==> src/rtl/i2s_pkg.sv <==
// Format codes and receiver state encoding shared by the I2S receive and transmit blocks.
package i2s_pkg;

    localparam logic [1:0] FMT_I2S = 2'd0;
    localparam logic [1:0] FMT_LJ  = 2'd1;
    localparam logic [1:0] FMT_RJ  = 2'd2;

    typedef enum logic [1:0] {
        ST_HUNT  = 2'd0,
        ST_LEFT  = 2'd1,
        ST_RIGHT = 2'd2
    } i2s_state_e;

    function automatic logic fmt_is_rj(input logic [1:0] fmt);
        return fmt == FMT_RJ;
    endfunction

    // Code 3 is unassigned and falls back to I2S framing.
    function automatic logic fmt_is_i2s(input logic [1:0] fmt);
        return !((fmt == FMT_LJ) || (fmt == FMT_RJ));
    endfunction

endpackage

==> src/rtl/i2s_edge_sync.sv <==
// Multi-flop synchroniser for an asynchronous level, with rise/fall detect across the last two stages.
module i2s_edge_sync #(
    parameter int STAGES = 3
) (
    input  logic ACLK,
    input  logic ARST,
    input  logic async_in,
    output logic sync_out,
    output logic rise,
    output logic fall
);

    logic [STAGES-1:0] sr;

    always_ff @(posedge ACLK or posedge ARST) begin
        if (ARST) begin
            sr <= '0;
        end else begin
            sr <= {sr[STAGES-2:0], async_in};
        end
    end

    assign sync_out = sr[STAGES-1];
    assign rise     = sr[STAGES-2] & ~sr[STAGES-1];
    assign fall     = ~sr[STAGES-2] & sr[STAGES-1];

endmodule

==> src/rtl/i2s_rx_fmt.sv <==
// Oversampled I2S / left-justified / right-justified stereo receiver with slot-length
// checking, lock detection and a valid/ready sample-pair output with overrun flag.
module i2s_rx_fmt
    import i2s_pkg::*;
#(
    parameter int   DATA_W      = 24,
    parameter int   CNT_W       = 7,
    parameter int   SYNC_STAGES = 3,
    parameter logic LEFT_LVL    = 1'b0
) (
    input  logic              ACLK,
    input  logic              ARST,
    input  logic              BCLK,
    input  logic              LRCLK,
    input  logic              DIN,
    input  logic [1:0]        FMT,
    output logic [DATA_W-1:0] DOUT_L,
    output logic [DATA_W-1:0] DOUT_R,
    output logic              DOUT_VALID,
    input  logic              DOUT_READY,
    output logic [CNT_W-1:0]  SLOT_LEN,
    output logic              LOCKED,
    output logic              FRAME_ERR,
    output logic              OVERRUN,
    input  logic              OVR_CLR
);

    localparam logic [CNT_W-1:0] CNT_MAX = '1;

    logic bclk_level, bclk_rise, bclk_fall;
    logic lr_s, lr_rise, lr_fall;
    logic din_s;
    logic [SYNC_STAGES-1:0] din_sr;
    logic sync_unused;

    i2s_edge_sync #(.STAGES(SYNC_STAGES)) u_bclk_sync (
        .ACLK     (ACLK),
        .ARST     (ARST),
        .async_in (BCLK),
        .sync_out (bclk_level),
        .rise     (bclk_rise),
        .fall     (bclk_fall)
    );

    i2s_edge_sync #(.STAGES(SYNC_STAGES)) u_lrclk_sync (
        .ACLK     (ACLK),
        .ARST     (ARST),
        .async_in (LRCLK),
        .sync_out (lr_s),
        .rise     (lr_rise),
        .fall     (lr_fall)
    );

    assign sync_unused = ^{bclk_level, bclk_fall, lr_rise, lr_fall};

    // Same depth as the BCLK/LRCLK chains so all three stay aligned.
    always_ff @(posedge ACLK or posedge ARST) begin
        if (ARST) begin
            din_sr <= '0;
        end else begin
            din_sr <= {din_sr[SYNC_STAGES-2:0], DIN};
        end
    end

    assign din_s = din_sr[SYNC_STAGES-1];

    i2s_state_e        state;
    logic [1:0]        fmt_q;
    logic              lr_d;
    logic              frame_prev;
    logic [CNT_W-1:0]  cnt;
    logic [DATA_W-1:0] shreg;
    logic [DATA_W-1:0] left_q;
    logic              good_seen;
    logic [CNT_W-1:0]  good_len;

    logic [1:0]        eff_fmt;
    logic [1:0]        slot_fmt;
    logic              lr_f;
    logic              boundary;
    logic              left_start;
    logic              sat_err;
    logic              len_ok;
    logic              emit;
    logic [31:0]       bit_idx;
    logic [DATA_W-1:0] shreg_next;

    // While hunting there is no latched format yet, so framing follows the live FMT pins.
    always_comb begin
        eff_fmt    = (state == ST_HUNT) ? FMT : fmt_q;
        lr_f       = fmt_is_i2s(eff_fmt) ? lr_d : lr_s;
        boundary   = (lr_f != frame_prev);
        left_start = boundary && (lr_f == LEFT_LVL);
        slot_fmt   = left_start ? FMT : fmt_q;
        sat_err    = bclk_rise && !boundary && (cnt == CNT_MAX) && (state != ST_HUNT);
        len_ok     = (cnt == SLOT_LEN);
        emit       = bclk_rise && boundary && (state == ST_RIGHT) && len_ok;
        bit_idx    = boundary ? 32'd0 : 32'(cnt);
    end

    // The bit on a boundary rise is the first bit of the new slot.
    always_comb begin
        shreg_next = boundary ? '0 : shreg;
        if (fmt_is_rj(slot_fmt)) begin
            shreg_next = {shreg_next[DATA_W-2:0], din_s};
        end else begin
            for (int i = 0; i < DATA_W; i++) begin
                if (bit_idx == 32'(DATA_W - 1 - i)) begin
                    shreg_next[i] = din_s;
                end
            end
        end
    end

    always_ff @(posedge ACLK or posedge ARST) begin
        if (ARST) begin
            state      <= ST_HUNT;
            fmt_q      <= FMT_I2S;
            lr_d       <= 1'b0;
            frame_prev <= 1'b0;
            cnt        <= '0;
            shreg      <= '0;
            left_q     <= '0;
            SLOT_LEN   <= '0;
            good_seen  <= 1'b0;
            good_len   <= '0;
            LOCKED     <= 1'b0;
            FRAME_ERR  <= 1'b0;
        end else begin
            FRAME_ERR <= 1'b0;
            if (bclk_rise) begin
                lr_d       <= lr_s;
                frame_prev <= lr_f;
                shreg      <= shreg_next;
                if (boundary) begin
                    cnt <= CNT_W'(1);
                end else if (cnt != CNT_MAX) begin
                    cnt <= cnt + CNT_W'(1);
                end
                if (left_start) begin
                    fmt_q <= FMT;
                end
                if (sat_err) begin
                    state     <= ST_HUNT;
                    FRAME_ERR <= 1'b1;
                    LOCKED    <= 1'b0;
                    good_seen <= 1'b0;
                end else if (boundary) begin
                    case (state)
                        ST_HUNT: begin
                            if (left_start) begin
                                state <= ST_LEFT;
                            end
                        end
                        ST_LEFT: begin
                            left_q   <= shreg;
                            SLOT_LEN <= cnt;
                            state    <= ST_RIGHT;
                        end
                        ST_RIGHT: begin
                            state <= ST_LEFT;
                            if (len_ok) begin
                                good_seen <= 1'b1;
                                good_len  <= SLOT_LEN;
                                if (good_seen && (good_len == SLOT_LEN)) begin
                                    LOCKED <= 1'b1;
                                end
                            end else begin
                                FRAME_ERR <= 1'b1;
                                LOCKED    <= 1'b0;
                                good_seen <= 1'b0;
                            end
                        end
                        default: state <= ST_HUNT;
                    endcase
                end
            end
        end
    end

    // A held pair always wins over a new one; the new pair is only taken if the slot frees this cycle.
    always_ff @(posedge ACLK or posedge ARST) begin
        if (ARST) begin
            DOUT_L     <= '0;
            DOUT_R     <= '0;
            DOUT_VALID <= 1'b0;
            OVERRUN    <= 1'b0;
        end else begin
            if (emit) begin
                if (!DOUT_VALID || DOUT_READY) begin
                    DOUT_L     <= left_q;
                    DOUT_R     <= shreg;
                    DOUT_VALID <= 1'b1;
                end
            end else if (DOUT_VALID && DOUT_READY) begin
                DOUT_VALID <= 1'b0;
            end
            if (OVR_CLR) begin
                OVERRUN <= 1'b0;
            end else if (emit && DOUT_VALID && !DOUT_READY) begin
                OVERRUN <= 1'b1;
            end
        end
    end

endmodule

==> config.mk <==
export PLATFORM = sky130hd
export DESIGN_NAME = i2s_rx_fmt
export DESIGN_NICKNAME = d
export VERILOG_FILES = /design/src/rtl/i2s_pkg.sv /design/src/rtl/i2s_edge_sync.sv /design/src/rtl/i2s_rx_fmt.sv
export SDC_FILE = /design/constraint.sdc
export NUM_CORES = 1
export LEC_CHECK = 0
export BUFFER_PORTS_ARGS = -buffer_cell sky130_fd_sc_hd__buf_2
export CAP_MARGIN = 20
export CORE_MARGIN = 2
export CORE_UTILIZATION = 60
export DETAILED_ROUTE_END_ITERATION = 8
export PLACE_DENSITY = 0.92
export SYNTH_ARGS = -nofsm -noshare
export SYNTH_HDL_FRONTEND = slang
export SYNTH_SLANG_ARGS = --single-unit
==> constraint.sdc <==
create_clock -name ACLK -period 7.3 [get_ports ACLK]
set_clock_uncertainty 0.1 [all_clocks]
set_input_delay 0 -clock ACLK [delete_from_list [all_inputs] [get_ports ACLK]]
set_output_delay 0 -clock ACLK [all_outputs]
set_load 0.03 [all_outputs]
==> results.cfg <==
[floorplan]
initial_utilization_pct = 61.7
core_mm2 = 0.0103
die_y_um = 107
fp.dieW_um = 107
num_rows = 37
io_pins = 68
die_area_mm2 = 0.0114

[power_and_ir_drop]
swShare_pct = 37.5
p_int_uw = 2020
p_clk_share_pct = 28.1
p_total_uw = 3230
p_seq_share_pct = 37.0
leakage_uw = 0.00373
netSwitchingPower_uw = 1210
peakVddDrop_uv = 233
power_frac_comb_pct = 34.9
powerDensity_mw_per_mm2 = 430

[sta]
tns_ns = 0
slew_violations = 0
fin_crit_ns = 3.87
rsz0062_at_grt = no
min_period_over_period_pct = 53.0
tightest_slew_ns = 1.09
fin_ws_ns = 3.43
fmax_mhz = 259
slew_headroom_pct = 26.9
hold_viol_final = 0
final-setup-viol-count = 0
fin_worst_hold_slack_ns = 0.0107

[worst_setup_path]
crit_family = simple AND/OR/NAND/NOR gates
cp.arrival_ns = 4.16
required_ns = 7.59
cp-start-kind = flip-flop
crit_type = reg -> reg
cp-end-kind = flip-flop
critPathMostFrequentCell = a21oi_1
crit_cells = 10
path_buf_inv = 1
cp_cell_sequence = nor2_1 > a21oi_1 > a21oi_1 > mux2i_1 > ha_1 > buf_16 > nor4bb_2 > nand4_1 > a311oi_1 > o21ai_0
cpMaxStageDelayCell = nor4bb_2
crit_fanout = 33
cpPeakStageDelay_ns = 0.87
reg2reg_depth = 10

[flow_run]
maxCapViolations = 0

[place]
place.gp.congestion = 0.887
dp_hpwl_mm = 8.23
dp_slack_ns = 3.19
port_buffers = 67

[finish]
antenna_cells = 0
final_common_cell = dfrtp_1
area_growth_pct = 18.6
drive_above_1_share_pct = 34.0
fillers = 645
final_cell_mix = dfrtp_1, mux2_2, buf_2
nNetsFinal = 605

[grt]
antenna_found_initial = 0
grt_pass1_vias = 4697
grt_use_total_pct = 26.8
grt_pass1_wl_mm = 23.8
grt_overflow_total = 0
grt_max_degree = 77

[clock_network]
post-cts-setup-buffers = 0
clock-sinks = 137
tritoncts = built
clock_path_buffers = 2
ctsRootBufferMaster = clkbuf_8
insertion_delay_ns = 0.53
cts_resized = 0
htree_levels = 4
cts_made_buffers = 17
path_clk_slew_ns = 0.06

[synthesis]
synth_flop_cell = dfrtp_1
ys_seq_elements = 137
syn_avg_cell_area_um2 = 12.1
synth_cell_types = 52
async_flop_share_pct = 100
syn_area_mm2 = 0.00634
postSynthCellCount = 525
synth_nets = 537
synth_warnings = 0
synth-seq-area-share_pct = 54.1
synth_edf_count = 0

[detailed_routing]
detail_route.vias_per_cell = 6.49
wl_per_cell_um = 20.1
drc = 0
ant_nets = 0
first_pass_iters = 6
drtIter0Drc = 620
wl_mm = 14.9
vias = 4811

[outcome]
outcome = completed

[hold_path]
whs_path_depth = 2
hold_class = in -> reg
-- synthesized netlist by cell type, types with 2 or more instances --
cell | instances | share of area, %
and2_1 | 10 | 0.99
mux2_2 | 68 | 12
nor4_1 | 6 | 0.59
ha_1 | 3 | 0.59
xor2_1 | 4 | 0.55
mux2_1 | 2 | 0.36
clkbuf_1 | 22 | 1.3
buf_2 | 9 | 0.71
a31oi_1 | 4 | 0.39
inv_1 | 7 | 0.41
nand3_1 | 12 | 0.95
buf_6 | 3 | 0.53
o311a_1 | 2 | 0.32
a21oi_1 | 18 | 1.4
a22o_1 | 4 | 0.55
nor2_1 | 14 | 0.83
a211oi_1 | 2 | 0.24
xnor2_1 | 11 | 1.5
a41oi_1 | 2 | 0.28
o221a_2 | 3 | 0.53
o21ai_0 | 34 | 2.7
o31ai_1 | 4 | 0.47
nand3b_1 | 5 | 0.59
nand2_1 | 38 | 2.3
buf_1 | 2 | 0.12
mux2i_1 | 16 | 2.5
nand4_1 | 8 | 0.79
mux2_4 | 20 | 4.7
dfrtp_1 | 137 | 54
o311ai_0 | 2 | 0.28
a21o_1 | 11 | 1.3
nand2b_1 | 5 | 0.49
nor3_1 | 10 | 0.79
nor2b_1 | 4 | 0.39
o21a_1 | 5 | 0.59
or2_2 | 2 | 0.20
-- per-stage QoR --
step / area (um2) / cells / utilization (%)
finish: 7520 / 741 / 73.2
global route: 7520 / 741 / 73.2
CTS: 7460 / 739 / 72.6
detailed placement: 6720 / 697 / 65.4
global placement: 6720 / 697 / 65.4
floorplan: 6340 / 525 / -
-- final cells by class --
type                    count  area (um2)  share of cell area, %
flip-flops and latches    137        3430                   45.6
clock buffers              21         459                   6.11
well taps                 136         170                   2.26
repair buffers             86         546                   7.25
multi-input cells         344        2720                   36.2
clock inverters            10         165                   2.20
inverters                   7        28.8                  0.383
-- cell families after synthesis --
family          share of synthesized area, %
xor+xnor                                2.07
mux                                     19.7
buf+inv                                 3.20
simple gates                            10.3
fa+ha+maj                              0.592
flops                                   54.1
compound gates                          10.0
-- power by group through the flow --
stage	logic [uW]	clock network, uW	registers (uW)
3_3_place_gp	962	0	1170
5_1_grt	1200	949	1220
6_report	1130	908	1200
2_1_floorplan	685	0	1250
4_1_cts	1050	916	1190
3_5_place_dp	1010	0	1190
-- metal layers --
layer	vias up	wire length, um	share of wire [%]	global-route usage, %
met1	2353	5810	39	35.0
li1	2034	-	-	-
met4	0	639	4.3	13.2
met2	343	7090	48	41.9
met3	81	1350	9.1	6.87
met5	-	0	0	0
-- final timing paths --
| check | startpoint | to | slack [ns] |
|---|---|---|---|
| max | state[0] | shreg[5] | 3.43 |
| min | BCLK | u_bclk_sync.sr[0] | 0.01 |
| max reg2reg | state[0] | shreg[5] | 3.43 |
| min reg2reg | u_bclk_sync.sr[0] | u_bclk_sync.sr[1] | 0.25 |
| max in group asynchronous | ARST | DOUT_L[18] | 5.69 |
| min in group asynchronous | ARST | u_bclk_sync.sr[0] | 0.11 |
-- sequential cells by signal (all words and copies together), names as in the netlist --
register,flops
cnt,7
left_q,24
SLOT_LEN,7
shreg,24
DOUT_VALID,1
DOUT_R,24
DOUT_L,24
frame_prev,1
state,2
good_seen,1
fmt_q,2
u_bclk_sync.sr,3
lr_d,1
din_sr,3
LOCKED,1
u_lrclk_sync.sr,3
FRAME_ERR,1
OVERRUN,1
good_len,7
-- repair_timing --
| action | CTS | global route |
|---|---|---|
| hold buffers | 11 | 0 |
| hold endpoints to repair | 82 | 0 |
| setup endpoints to repair | 0 | 0 |
Power figures use the tool's default switching activity.
